<file path="src/rtl/avg_calc_pkg.sv">
// Shared definitions for the averaging unit: the controller state encoding
// and the default number of samples per average, which the controller and
// the datapath both use.
package avg_calc_pkg;

  typedef enum logic [2:0] {
    IDLE,
    INIT,
    ACCUM,
    SHIFT,
    DONE
  } avg_state_t;

  localparam int AVG_N_DEFAULT = 4;

endpackage

</file>
<file path="src/rtl/average_calc_controller.sv">
// Control FSM for the average-calculator datapath. After a start request it
// clears the datapath, then collects exactly N samples over a valid/ready
// handshake. Next it triggers the divide-by-N shift and pulses done for one
// cycle.
//
// Ports:
//   clk        system clock, rising edge
//   rst        asynchronous active-high reset
//   start      request a new average (sampled only in IDLE)
//   abort      synchronous cancel, returns to IDLE from any state
//   in_valid   producer presents a sample on the datapath input
//   in_ready   controller accepts a sample this cycle (ACCUM)
//   load       datapath: accumulate the input sample
//   init_sum   datapath: clear accumulator
//   init_shift datapath: clear result register
//   shift      datapath: result <= rounded accumulator >> log2(N)
//   busy       high in every state except IDLE
//   done       one-cycle pulse, datapath result valid from this cycle
module average_calc_controller
  import avg_calc_pkg::*;
#(
  parameter int N = AVG_N_DEFAULT
) (
  input  logic clk,
  input  logic rst,
  input  logic start,
  input  logic abort,
  input  logic in_valid,
  output logic in_ready,
  output logic load,
  output logic init_sum,
  output logic init_shift,
  output logic shift,
  output logic busy,
  output logic done
);

  localparam int CW = (N > 1) ? $clog2(N) : 1;
  localparam logic [CW-1:0] CNT_LAST = CW'(N - 1);

  if ((N < 2) || ((N & (N - 1)) != 0)) begin : g_bad_n
    $error("average_calc_controller: N must be a power of two >= 2");
  end

  avg_state_t    state, state_next;
  logic [CW-1:0] cnt, cnt_next;

  always_ff @(posedge clk or posedge rst) begin
    if (rst) begin
      state <= IDLE;
      cnt   <= '0;
    end else begin
      state <= state_next;
      cnt   <= cnt_next;
    end
  end

  always_comb begin
    state_next = state;
    cnt_next   = cnt;
    in_ready   = 1'b0;
    load       = 1'b0;
    init_sum   = 1'b0;
    init_shift = 1'b0;
    shift      = 1'b0;
    done       = 1'b0;
    busy       = (state != IDLE);

    case (state)
      IDLE: begin
        if (start && !abort) state_next = INIT;
      end
      INIT: begin
        // Clears still happen on an aborted INIT so the datapath is left clean.
        init_sum   = 1'b1;
        init_shift = 1'b1;
        cnt_next   = '0;
        state_next = ACCUM;
      end
      ACCUM: begin
        in_ready = 1'b1;
        load     = in_valid & ~abort;
        if (load) begin
          if (cnt == CNT_LAST) begin
            cnt_next   = '0;
            state_next = SHIFT;
          end else begin
            cnt_next = cnt + CW'(1);
          end
        end
      end
      SHIFT: begin
        shift      = ~abort;
        state_next = DONE;
      end
      DONE: begin
        done       = ~abort;
        state_next = IDLE;
      end
      default: state_next = IDLE;
    endcase

    // abort overrides every transition above
    if (abort && (state != IDLE)) begin
      state_next = IDLE;
      cnt_next   = '0;
    end
  end

endmodule

</file>
<file path="config.mk">
export PLATFORM = sky130hd
export DESIGN_NAME = average_calc_controller
export DESIGN_NICKNAME = d
export VERILOG_FILES = /design/src/rtl/avg_calc_pkg.sv /design/src/rtl/average_calc_controller.sv
export SDC_FILE = /design/constraint.sdc
export NUM_CORES = 1
export LEC_CHECK = 0
export ABC_AREA = 1
export CAP_MARGIN = 0
export CORE_AREA = 2 2 39 41
export DETAILED_ROUTE_END_ITERATION = 8
export DIE_AREA = 0 0 41 43
export GPL_TIMING_DRIVEN = 0
export SLEW_MARGIN = 20
export SYNTH_ARGS = -nofsm -noshare
export SYNTH_HDL_FRONTEND = slang
export SYNTH_SLANG_ARGS = --single-unit
</file>
<file path="constraint.sdc">
create_clock -name clk -period 1.2 [get_ports clk]
set_input_delay 0.24 -clock clk [delete_from_list [all_inputs] [get_ports clk]]
set_output_delay 0.24 -clock clk [all_outputs]
set_load 0.1 [all_outputs]
</file>
== Word level (Yosys, flattened, before mapping) ==
Cells that the tools add are included.
Word-level totals
  flip-flop bits (word level): 5
  bits in latches: 0
  RAM bits: 0
  memory bits (read-only): 0
  input bits: 5
  output and inout bits: 7
  memories: 0
Operators by class
  add/subtract/negate cells: 1
  multipliers: 0
  divide/modulo/power cells: 0
  $lt $le $gt $ge: 0
  eq/ne operators: 8
  shift operators: 0
  muxes and demuxes: 14
  bitwise logic cells: 2
  reductions and logical operators: 8
Operator list (number)
  two-way mux 3 bit: 4
  one-hot mux 3 bit (4 select lines): 1
  inequality test 3 bit (second input constant): 3
  equality test 3 x 2 -> 1 bit (second input constant): 2
  two-way mux 2 bit: 3
  nonzero test 3 bit: 2
  two-way mux 1 bit: 5
  one-hot mux 2 bit (2 select lines): 1
  equality test 3 x 1 -> 1 bit (second input constant): 1
  equality test 3 bit (second input constant): 1
  zero test 3 bit: 1
  AND reduction 3 bit: 1
  adder 2 x 1 -> 2 bit (second input constant): 1
  equality test 2 bit (second input constant): 1
  logical AND 1 bit: 2
  AND reduction 2 bit: 1
  AND 1 bit: 1
  zero test 1 bit: 1
  NOT 1 bit: 1

== Longest topological paths before layout ==
  depth in word-level cells: 5
  gate-level depth with buffers: 7
  gate-level depth less buffers: 7

== Worst setup path before layout ==
OpenSTA, ideal clock, no wires.
  kind: reg2out
  start point: register state[0]
  end point: output done
  data arrival time: 3.357 ns
  required time: 0.960 ns
  path slack: -2.397 ns
  stages on the path, launching flop included: 2
  cell sequence: dfrtp_1 > nor4_1
Between the ends
  longest elaborated chain between the ends: 2
Ends and longest elaborated chain
  start, declared: RTL line average_calc_controller.sv:45  | avg_state_t state, state_next;
  start signal, assigned: RTL line average_calc_controller.sv:53  | state <= state_next;
  equality test 3 bit: RTL line average_calc_controller.sv:69  | case (state)
  two-way mux 1 bit: RTL line average_calc_controller.sv:69
  end, declared: RTL line average_calc_controller.sv:35  | output logic done
Every way passes these cells.

== Final worst setup path ==
  start point: register state[1]
  end point: output init_sum
Between the ends
  longest elaborated chain between the ends: 2
Ends and longest elaborated chain
  equality test 3 x 1 -> 1 bit: RTL line average_calc_controller.sv:69
  two-way mux 1 bit: RTL line average_calc_controller.sv:69
  end, declared: RTL line average_calc_controller.sv:31  | output logic init_sum,
Every way passes these cells.

==> impl_metrics.tcl <==
set metrics [dict create \
    status "complete, but fails checks" \
    violations "negative setup slack" \
    antenna_found_initial 0 \
    cp.arrival_ps 1320 \
    grt_max_degree 9 \
    drc 0 \
    clockRootBuffer "clkbuf_4" \
    netlist_area_um2 347 \
    synth_edf_count 0 \
    area_growth_pct 99.3 \
    path_clk_slew_ps 40 \
    maxSlewViolCount 0 \
    layout.nets 73 \
    dp_hpwl_um 552 \
    cpMostUsedCell "buf_12" \
    yosysTopAreaCellShare_pct 36.1 \
    wl_per_cell_um 9.90 \
    fin_crit_sh_pct 130 \
    cts_buffers 3 \
    finClkSkew_ps 0.396 \
    vias 364 \
    htreeDepth 1 \
    critPathKind "reg2out" \
    dpl_cell_area_um2 537 \
    worstPathRequired_ps 960 \
    yosysWarningCount 0 \
    setup_violations 10 \
    startpoint_type "flop" \
    critPathTopFamily "buffers and inverters" \
    die_h_um 43 \
    dieArea_mm2 0.00176 \
    vias_per_cell 4.44 \
    r2r_slack_ps -130 \
    cp_num_buf_inv 4 \
    ys_seq_elements 5 \
    antennaDiodeCount 0 \
    worstPathCellList "inv_2 -> nand3_2 -> clkinvlp_4 -> buf_12 -> buf_12" \
    cp_slowest_cell "dfrtp_2" \
    routabilityCongestion 0.704 \
    leakagePower_nw 0.336 \
    path_depth 5 \
    power.density_mw_per_mm2 3060 \
    gr-total-overflow 0 \
    setup_tns_ps -2390 \
    slowest_delay_ps 450 \
    cap_violations 0 \
    drt_iter0_drc 1 \
    fillers 132 \
    grt_pass1_vias 331 \
    clock_path_buffers 2 \
    cts_sinks 5 \
    core_mm2 0.00138 \
    ys_seq_area_share_pct 36.1 \
    start_util_pct 25.0 \
    async_flop_share_pct 100 \
    yosys.cell_types.count 20 \
    cts_tree "done" \
    postSynthAreaPerCell_um2 7.70 \
    grt_pass1_wl_um 1200 \
    die_w_um 41 \
    min_path_type "in2async" \
    crit_fanout 5 \
    power.total_w 0.00211 \
    slew-limit-headroom_pct 82.0 \
    fin_util_pct 49.9 \
    dr.pass1.iters 5 \
    rows 14 \
    critPathCaptureType "output port" \
    synth.area.top_cells "dfrtp_1 (36%), nand2_1 (8.7%), nand2_4 (6.5%), inv_1 (5.4%), nor2_1 (4.3%)" \
    fin_crit_ps 1560 \
    final_layout_size_suffix_gt1_share_pct 59.1 \
    synth_top_cell_by_area "dfrtp_1" \
    pin_count 12 \
    max_freq_mhz 639 \
    syn_inst 45 \
    tightest_slew_ps 270 \
    synth-main-ff-cell "dfrtp_1" \
    drt.antenna.violating_nets 0 \
    rsz0062_at_grt "true" \
    vdd_drop_max_v 0.00120 \
    final_area_um2 691 \
    track_usage_pct 10.5 \
    finalHoldViolCount 0 \
    syn_nets 51 \
    clock_latency_ps 240 \
    reg2reg_depth 8 \
    port_buffers 10 \
    drt_wl_total_um 812 \
    fin_ws_ps -365 \
]
==> metrics by stage <==
| stage | std cells | hold WS [ps] | setup slack [ps] |
|---|---|---|---|
| after floorplan | 45 | 18.3 | -606 |
| after global placement | 71 | 444 | -1100 |
| after detailed placement | 71 | 447 | -1110 |
| after CTS | 79 | 189 | -369 |
| after global routing | 82 | 221 | -422 |
| final | 82 | 191 | -365 |
==> cell type report <==
type                    instances  area, µm²  area share (%)
plain buffers                   2       25.0            3.62
clock buffers                   4       26.3            3.80
inverters                       7       32.5            4.71
multi-input cells              31        233            33.7
flip-flops and latches          5        129            18.7
well taps                      16       20.0            2.90
repair buffers                 17        225            32.6
==> state kept, by name, indices dropped and copies added, names as in the netlist <==
| signal | flops |
|---|---|
| cnt | 2 |
| state | 3 |
==> repair_timing <==
item / 4_1_cts / 5_1_grt
buffers inserted: 4 / 3
setup endpoints to repair: 7 / 10
resized for setup: 63 / 3
pin swaps: 4 / 4
hold buffers: 0 / 0
==> cell usage after synthesis, types with 2 or more instances <==
library cell,number
nor3_1,2
nand2_2,2
inv_2,2
nor2_1,4
nand2_4,2
o21ai_1,2
inv_1,5
dfrtp_1,5
nand2_1,8
nand3_1,2
nand4_1,2
==> where the power goes <==
| part | internal (W) | switching, W | leakage, nW | total (W) |
|---|---|---|---|---|
| clock | 0.000125 | 0.0000629 | 0.0150 | 0.000188 |
| combinational | 0.000640 | 0.000964 | 0.258 | 0.00160 |
| sequential | 0.000233 | 0.0000870 | 0.0627 | 0.000320 |
| total | 0.000999 | 0.00111 | 0.336 | 0.00211 |
==> worst paths after layout <==
| check | start | endpoint |
|---|---|---|
| max reg2reg | state[1]$_DFFE_PP0P_ | state[0]$_DFFE_PP0P_ |
| max | state[1]$_DFFE_PP0P_ | init_sum |
| min in group clk | abort | state[2]$_DFFE_PP0P_ |
| min | rst | cnt[1]$_DFFE_PP0P_ |
| max in group asynchronous | rst | state[0]$_DFFE_PP0P_ |
| min reg2reg | cnt[1]$_DFFE_PP0P_ | cnt[1]$_DFFE_PP0P_ |
==> kinds of logic after synthesis <==
kind of cell	count (synthesis)	synth area share, %
compound gates	2	2.89
buf+inv	9	11.2
fa+ha+maj	1	3.61
simple gates	28	46.2
flops	5	36.1
==> worst reg2reg max path: stages, from the launching register on <==
cell and delay [ps]:
dfrtp_2 450, buf_4 160, nand2_4 70, buf_6 110
inv_4 40, buf_4 130, o21ai_1 60, o21ai_1 80
nor2_1 150
==> layout by cell type (no fill, tap or decap), types with 2 or more instances in the layout <==
cell type / instances
dfrtp_2: 3
clkbuf_4: 3
nand3_2: 2
nand2_2: 2
nand2_1: 7
nand2_4: 3
dfrtp_1: 2
inv_2: 2
clkdlybuf4s50_1: 3
nand4_1: 2
buf_12: 7
buf_6: 4
buf_4: 4
inv_1: 3
o21ai_1: 2
nor2_1: 4
==> routing by layer <==
| metal | track usage [%] | vias up | wire [µm] |
|---|---|---|---|
| li1 | - | 183 | - |
| met1 | 11.3 | 162 | 297 |
| met2 | 16.3 | 17 | 439 |
| met3 | 1.57 | 2 | 57 |
| met4 | 10.0 | 0 | 17 |
| met5 | 0 | - | 0 |
Note: power is estimated with default switching activity, not from simulation.
